$ cat config.mk
export PLATFORM = sky130hd
export DESIGN_NAME = vga_scan_gen
export DESIGN_NICKNAME = d
export VERILOG_FILES = /design/src/rtl/vga_timing_pkg.sv /design/src/rtl/pixel_tick_gen.sv /design/src/rtl/vga_scan_gen.sv
export SDC_FILE = /design/constraint.sdc
export NUM_CORES = 1
export LEC_CHECK = 0
export BUFFER_PORTS_ARGS = -buffer_cell sky130_fd_sc_hd__buf_2
export CELL_PAD_IN_SITES_DETAIL_PLACEMENT = 0
export CELL_PAD_IN_SITES_GLOBAL_PLACEMENT = 1
export CORE_MARGIN = 1.5
export CORE_UTILIZATION = 30
export DETAILED_ROUTE_END_ITERATION = 8
export MAX_ROUTING_LAYER = met4
export PLACE_DENSITY_LB_ADDON = 0.1
export SETUP_SLACK_MARGIN = 0.3
export SLEW_MARGIN = 20
export SYNTH_ARGS = -nofsm -noshare
export SYNTH_HDL_FRONTEND = slang
export SYNTH_HIERARCHICAL = 1
export SYNTH_SLANG_ARGS = --single-unit
$ cat constraint.sdc
create_clock -name clk -period 3.6 [get_ports clk]
set_input_delay 1.08 -clock clk [delete_from_list [all_inputs] [get_ports clk]]
set_output_delay 1.08 -clock clk [all_outputs]
set_load 0.1 [all_outputs]
$ cat src/rtl/vga_timing_pkg.sv
// rtl/vga_timing_pkg.sv - shared 640x480@60 raster timing constants
// Contents:
//   CNT_W            coordinate width (10 bits)
//   VGA_H_* / VGA_V_* default horizontal (pixels) / vertical (lines) timing
//   VGA_H_TOTAL/V_TOTAL  full line / frame lengths
//   coord_t, wide_t  coordinate type and one-bit-wider compare type
//   in_window()      half-open range test lo <= val < hi
package vga_timing_pkg;

  localparam int CNT_W = 10;

  localparam int VGA_H_VISIBLE = 640;
  localparam int VGA_H_FP      = 16;
  localparam int VGA_H_SYNC    = 96;
  localparam int VGA_H_BP      = 48;
  localparam int VGA_H_TOTAL   = VGA_H_VISIBLE + VGA_H_FP + VGA_H_SYNC + VGA_H_BP;

  localparam int VGA_V_VISIBLE = 480;
  localparam int VGA_V_FP      = 10;
  localparam int VGA_V_SYNC    = 2;
  localparam int VGA_V_BP      = 33;
  localparam int VGA_V_TOTAL   = VGA_V_VISIBLE + VGA_V_FP + VGA_V_SYNC + VGA_V_BP;

  typedef logic [CNT_W-1:0] coord_t;
  // One extra bit so window ends equal to 1024 remain representable.
  typedef logic [CNT_W:0]   wide_t;

  function automatic logic in_window(input wide_t val, input wide_t lo, input wide_t hi);
    return (val >= lo) && (val < hi);
  endfunction

endpackage

$ cat src/rtl/pixel_tick_gen.sv
// rtl/pixel_tick_gen.sv - system-clock to pixel-rate tick divider
// Ports:
//   clk    in   system clock
//   rst_n  in   asynchronous active-low reset
//   en     in   run enable; low holds the divider phase
//   tick   out  high in the enabled cycle where tick_cnt == CLK_DIV-1
module pixel_tick_gen #(
  parameter int CLK_DIV = 4
) (
  input  logic clk,
  input  logic rst_n,
  input  logic en,
  output logic tick
);

  localparam int TW = (CLK_DIV > 1) ? $clog2(CLK_DIV) : 1;
  localparam logic [TW-1:0] LAST = TW'(CLK_DIV - 1);

  if (CLK_DIV < 1) begin : g_div_chk
    $error("pixel_tick_gen: CLK_DIV must be at least 1");
  end

  logic [TW-1:0] tick_cnt_q;
  logic [TW-1:0] tick_cnt_d;

  // Combinational so the top can advance its counters on the same edge
  // the divider wraps; en gates it so a stalled cycle never ticks.
  assign tick = en && (tick_cnt_q == LAST);

  always_comb begin
    tick_cnt_d = tick_cnt_q;
    if (tick) begin
      tick_cnt_d = '0;
    end else if (en) begin
      tick_cnt_d = tick_cnt_q + 1'b1;
    end
  end

  always_ff @(posedge clk or negedge rst_n) begin
    if (!rst_n) begin
      tick_cnt_q <= '0;
    end else begin
      tick_cnt_q <= tick_cnt_d;
    end
  end

endmodule

$ cat src/rtl/vga_scan_gen.sv
// rtl/vga_scan_gen.sv - raster scan generator (coordinates, syncs, visible flag)
// Ports:
//   clk          in   system clock
//   rst_n        in   asynchronous active-low reset
//   en           in   run enable; low freezes everything, strobes read 0
//   hcount       out  current pixel column, 0..H_TOTAL-1
//   vcount       out  current line, 0..V_TOTAL-1
//   hsync        out  horizontal sync, active low
//   vsync        out  vertical sync, active low
//   active       out  current pixel lies in the visible area
//   pix_stb      out  one-clk pulse in the first cycle of each pixel
//   frame_start  out  one-clk pulse when the counts become (0,0)
module vga_scan_gen
  import vga_timing_pkg::*;
#(
  parameter int CLK_DIV   = 4,
  parameter int H_VISIBLE = VGA_H_VISIBLE,
  parameter int H_FP      = VGA_H_FP,
  parameter int H_SYNC    = VGA_H_SYNC,
  parameter int H_BP      = VGA_H_BP,
  parameter int V_VISIBLE = VGA_V_VISIBLE,
  parameter int V_FP      = VGA_V_FP,
  parameter int V_SYNC    = VGA_V_SYNC,
  parameter int V_BP      = VGA_V_BP
) (
  input  logic             clk,
  input  logic             rst_n,
  input  logic             en,
  output logic [CNT_W-1:0] hcount,
  output logic [CNT_W-1:0] vcount,
  output logic             hsync,
  output logic             vsync,
  output logic             active,
  output logic             pix_stb,
  output logic             frame_start
);

  localparam int H_TOTAL = H_VISIBLE + H_FP + H_SYNC + H_BP;
  localparam int V_TOTAL = V_VISIBLE + V_FP + V_SYNC + V_BP;

  if (H_TOTAL > (1 << CNT_W)) begin : g_h_chk
    $error("vga_scan_gen: H_TOTAL exceeds counter range");
  end
  if (V_TOTAL > (1 << CNT_W)) begin : g_v_chk
    $error("vga_scan_gen: V_TOTAL exceeds counter range");
  end

  localparam coord_t H_LAST = coord_t'(H_TOTAL - 1);
  localparam coord_t V_LAST = coord_t'(V_TOTAL - 1);
  localparam wide_t  H_VIS  = wide_t'(H_VISIBLE);
  localparam wide_t  V_VIS  = wide_t'(V_VISIBLE);
  localparam wide_t  HS_LO  = wide_t'(H_VISIBLE + H_FP);
  localparam wide_t  HS_HI  = wide_t'(H_VISIBLE + H_FP + H_SYNC);
  localparam wide_t  VS_LO  = wide_t'(V_VISIBLE + V_FP);
  localparam wide_t  VS_HI  = wide_t'(V_VISIBLE + V_FP + V_SYNC);

  logic tick;

  pixel_tick_gen #(
    .CLK_DIV (CLK_DIV)
  ) u_tick (
    .clk   (clk),
    .rst_n (rst_n),
    .en    (en),
    .tick  (tick)
  );

  coord_t hcount_q, hcount_d;
  coord_t vcount_q, vcount_d;
  logic   hsync_q, hsync_d;
  logic   vsync_q, vsync_d;
  logic   active_q, active_d;
  logic   pix_stb_q, pix_stb_d;
  logic   frame_start_q, frame_start_d;

  // Decodes use the next counts so sync/active land on the same edge as
  // the coordinates they describe. Without a tick the next counts equal
  // the current ones, so the decodes simply hold.
  always_comb begin
    hcount_d = hcount_q;
    vcount_d = vcount_q;
    if (tick) begin
      if (hcount_q == H_LAST) begin
        hcount_d = '0;
        vcount_d = (vcount_q == V_LAST) ? '0 : vcount_q + 1'b1;
      end else begin
        hcount_d = hcount_q + 1'b1;
      end
    end

    hsync_d       = !in_window({1'b0, hcount_d}, HS_LO, HS_HI);
    vsync_d       = !in_window({1'b0, vcount_d}, VS_LO, VS_HI);
    active_d      = ({1'b0, hcount_d} < H_VIS) && ({1'b0, vcount_d} < V_VIS);
    pix_stb_d     = tick;
    frame_start_d = tick && (hcount_d == '0) && (vcount_d == '0);
  end

  // Reset parks the counts on the last pixel of the frame so the first
  // tick wraps to (0,0) and raises frame_start.
  always_ff @(posedge clk or negedge rst_n) begin
    if (!rst_n) begin
      hcount_q      <= H_LAST;
      vcount_q      <= V_LAST;
      hsync_q       <= 1'b1;
      vsync_q       <= 1'b1;
      active_q      <= 1'b0;
      pix_stb_q     <= 1'b0;
      frame_start_q <= 1'b0;
    end else begin
      hcount_q      <= hcount_d;
      vcount_q      <= vcount_d;
      hsync_q       <= hsync_d;
      vsync_q       <= vsync_d;
      active_q      <= active_d;
      pix_stb_q     <= pix_stb_d;
      frame_start_q <= frame_start_d;
    end
  end

  assign hcount      = hcount_q;
  assign vcount      = vcount_q;
  assign hsync       = hsync_q;
  assign vsync       = vsync_q;
  assign active      = active_q;
  assign pix_stb     = pix_stb_q;
  assign frame_start = frame_start_q;

endmodule

==> results summary <==
The number of placed cells counting well taps came out at 267. After clock tree synthesis, the clock-pin slew on the worst setup and hold paths is 0.09 ns. The number of antenna violations at the first check in global routing is 0.

Entering global routing, the biggest net connects 28 pins. Counting every sink on the clock net gives 27. The area of the die is 6160 µm². 28 I/O pins were placed. CTS built an H-tree with a depth of 1. The hold violation total from the final report is 0. The largest individual stage delay along the critical path comes from the cell or4_4.

The slew at the pin with the worst max-slew slack is 0.626 ns. The worst slew margin relative to its limit came out at 58.3%. Setup violations remaining at the end of the flow were counted as 0. The HPWL after detailed placement is 3170 µm. The clock network latency to the later pin of the worst-skew pair is 0.27 ns. In this run the worst hold path is classified as reg -> reg.

The sequential area share after synthesis came out at 40.4%. The final period demand of the worst path is 3.09 ns. Across all hold checks on the routed design, the worst slack comes to 0.492 ns. The count of buffering cells on the critical path with inverters included came out at 1. The share of synthesized cell area in full adder, half adder and majority cells came out at 2.93%. Based on the critical path, the design can be clocked at up to 324 MHz.

The number of search-and-repair iterations in the first detailed-routing pass came out at 4. The cell family with the largest share of critical-path delay is simple AND/OR/NAND/NOR gates. The part of the total power dissipated in sequential elements came out at 43.7%. The maximum net fanout on the critical path is 10. The power density of the placed cells is 499 nW/µm². The setup TNS is 0 ns. The stage delay of the slowest cell on the critical path came out at 0.64 ns. The mean area per synthesized cell is 9.71 µm². In this run, the combinational gates consume 38.3% of the power.

For this run, the number of Yosys warnings is 6. The fraction of the mapped netlist area in compound gates is 12.7%. The library cell used most frequently in the layout, excluding fill and tap cells, is buf_2. The starting density of the core is 31.0%. The number of instances resized during post-cts repair came out at 0. From bottom edge to top edge, the die measures 78.5 µm.

The part of the cycle the worst path needs is 85.8%. The antenna diode instance count is 0. The global routing met3 resource utilization came out at 1.74%. The type of element launching the critical path is an input port. The net switching power figure is 0.000440 W.

The post-layout net count is 207. The top cell types in the final layout, fill and taps aside, are buf_2 (27), nand2_1 (16), dfrtp_1 (15). Of the post-synthesis cell area, the part taken by muxes is 2.12%. The proportion of netlist area held by the largest area contributor is 22.0%. The aggregate global-route resource usage is 15.1%.

The number of global-route vias before repair came out at 1,402. The post-CTS repair timing setup buffer count is 0. The fraction of final layout cells with drive strength greater than 1 is 29.6%. After synthesis, the cell types taking the most area are dfrtp_1 (22%), dfstp_2 (18%), xnor2_1 (4.1%), nand2_1 (3.5%), ha_1 (2.9%). Summing the areas of all and, or, nand and nor instances in the mapped netlist gives 30.0% of the synthesized area. The number of slew-limit violations in the final report is 0. The met2 track demand over resource came out at 26.1%. The met1 layer usage reported by global route is 18.3%.

The number of clock buffers inserted by TritonCTS came out at 3. The final core area utilization is 35.2%. Among all flip-flop cells after synthesis, the most frequent one is dfrtp_1. Clock skew on the completed layout was measured at 0.00477 ns. No sink is reached through more buffers than the 2 on the longest clock path. The critical path goes through buf_2 > and2_2 > nand2_2 > or4_4 > nor4_4 > xnor2_1 > nand4_1 > or4b_1. The total DRC errors in the routed layout came out at 0. The internal power came out at 0.000527 W.

The via count came out at 1,418. Setup repair after global routing left no endpoint under its margin. The die is 78.5 µm wide. The number of violations reported at the end of detailed-routing iteration 0 is 76. By area, the combinational part of the netlist is dominated by simple AND/OR/NAND/NOR gates. The number of max-cap violations is 0. The hold buffer count at CTS is 0.

The final routed wire length divided by cell count came out at 15.8 µm. Once detail routing completed, the nets flagged for antenna violations numbered 0. The area occupied by multi-input gates came out at 921 µm². After global routing, the most crowded layer is met2. The number of nets in the synthesized netlist is 183.

The synthesized design spends more area on one cell type than any other, namely dfrtp_1. The share of total power dissipated in the clock network is 18.0%. The worst-case IR drop observed on VDD is 300 µV. The global-route wire length before repair is 7020 µm. The area of the core is 5510 µm². From synthesis to final layout, the design area changed by 13.4%. Summing the areas of all xor and xnor instances in the mapped netlist gives 6.15% of the synthesized area.

The post-detailed-routing wire length is 4290 µm. The total standard cell area after synthesis is 1710 µm². The final cell count without fillers came out at 271. At the worst endpoint, the required time is 3.79 ns. The register area came out at 691 µm². After global routing the overflow that remains totals 0. The congestion estimate from routability-driven global placement came to 0.828. The number of flops mapped to enable cells by yosys is 0. The switching power as a share of total power came out at 45.5%. The number of rows in the core area came out at 27. The run finished with clean final reports.

The post-synthesis instance total is 176. STA classifies the critical path endpoint as a flip-flop. In this run, distinct cell masters in the synthesized netlist total 55. The standby leakage power is 0.807 nW. The synthesized design contains 27 register bits. The worst setup path is of the in -> reg kind.

The proportion of synthesized flip-flops having asynchronous set or reset came out at 100%. TritonCTS built the clock tree. The data arrival time of the critical path is 3.28 ns. The library cell used as clock root buffer is clkbuf_8. The number of fill cells in the layout came out at 597. The via-per-instance ratio is 5.23. The count of port buffers added during placement came out at 27.
-- cells by family after synthesis --
| family | Yosys count |
|---|---|
| muxes | 3 |
| buffers and inverters | 21 |
| xor gates and xnor gates | 12 |
| AOI/OAI and AO/OA | 30 |
| DFF | 27 |
| and+or+nand+nor | 79 |
| adders and majority gates | 4 |
-- power groups by stage --
stage	Sequential, W	Combinational [W]	Clock [W]
finish	0.000422	0.000371	0.000174
global route	0.000432	0.000396	0.000202
CTS	0.000421	0.000375	0.000189
detailed placement	0.000427	0.000375	0
global placement	0.000422	0.000368	0
floorplan	0.000596	0.000142	0
-- metal layers --
metal | part of all wire [%] | wire (µm) | vias up
li1 | - | - | 683
met1 | 43 | 1860 | 700
met2 | 52 | 2230 | 29
met3 | 3.1 | 131 | 6
met4 | 1.6 | 67 | 0
met5 | 0 | 0 | -
-- path summary, 6_finish.rpt --
check	from	endpoint	slack, ns	cells after the start
setup / recovery	en	vsync	0.51	8
hold / removal	u_tick/tick_cnt_q[0]	u_tick/tick_cnt_q[0]	0.49	1
setup reg to reg	hcount[1]	vsync	0.67	7
hold reg to reg	u_tick/tick_cnt_q[0]	u_tick/tick_cnt_q[0]	0.49	1
max in group asynchronous	rst_n	hcount[7]	2.37	1
min in group asynchronous	rst_n	pix_stb	0.81	1
-- cell type report --
type | instances | share of cell area (%)
inverter | 11 | 2.13
timing repair buffer | 29 | 7.75
sequential | 27 | 35.6
multi-input combinational | 128 | 47.5
clock buffer | 4 | 2.32
tap | 72 | 4.65
-- flip-flops by register name (all words and copies together) (netlist names) --
register           count
vcount                10
frame_start            1
vsync                  1
hcount                10
pix_stb                1
active                 1
hsync                  1
u_tick/tick_cnt_q      2
-- stage by stage --
step,worst slack [ns],power [W],instance area (µm²)
after CTS,0.533,0.000986,1940
final,0.511,0.000967,1940
after floorplan,0.475,0.000739,1710
after global routing,0.403,0.00103,1940
after global placement,0.288,0.000790,1890
after detailed placement,0.229,0.000802,1890
-- synth_stat cells (2+ instances only) --
cell and number:
a31oi_1 2, o311ai_0 2, xor2_1 4, o21ai_0 6
a211o_1 2, buf_4 2, a21oi_1 7, nand2b_1 2
nor3b_1 2, nor2_1 10, dfstp_2 12, ha_1 4
buf_2 3, clkbuf_1 4, nand4_1 5, xnor2_1 8
dfrtp_1 15, and2_1 2, nor4_1 4, nand2_1 16
inv_1 11, and3_1 3, and2_2 2, nand3_1 6
o22ai_1 2, a21o_1 2, nor3_1 9, nor4_4 2
-- worst reg2reg max path: stages, from the launching register on --
cell	delay (ns)
dfstp_2	0.60
ha_1	0.29
nand2_2	0.13
or4_4	0.64
nor4_4	0.32
xnor2_1	0.19
nand4_1	0.15
or4b_1	0.53
No activity file was read; power rests on OpenSTA's default activity.
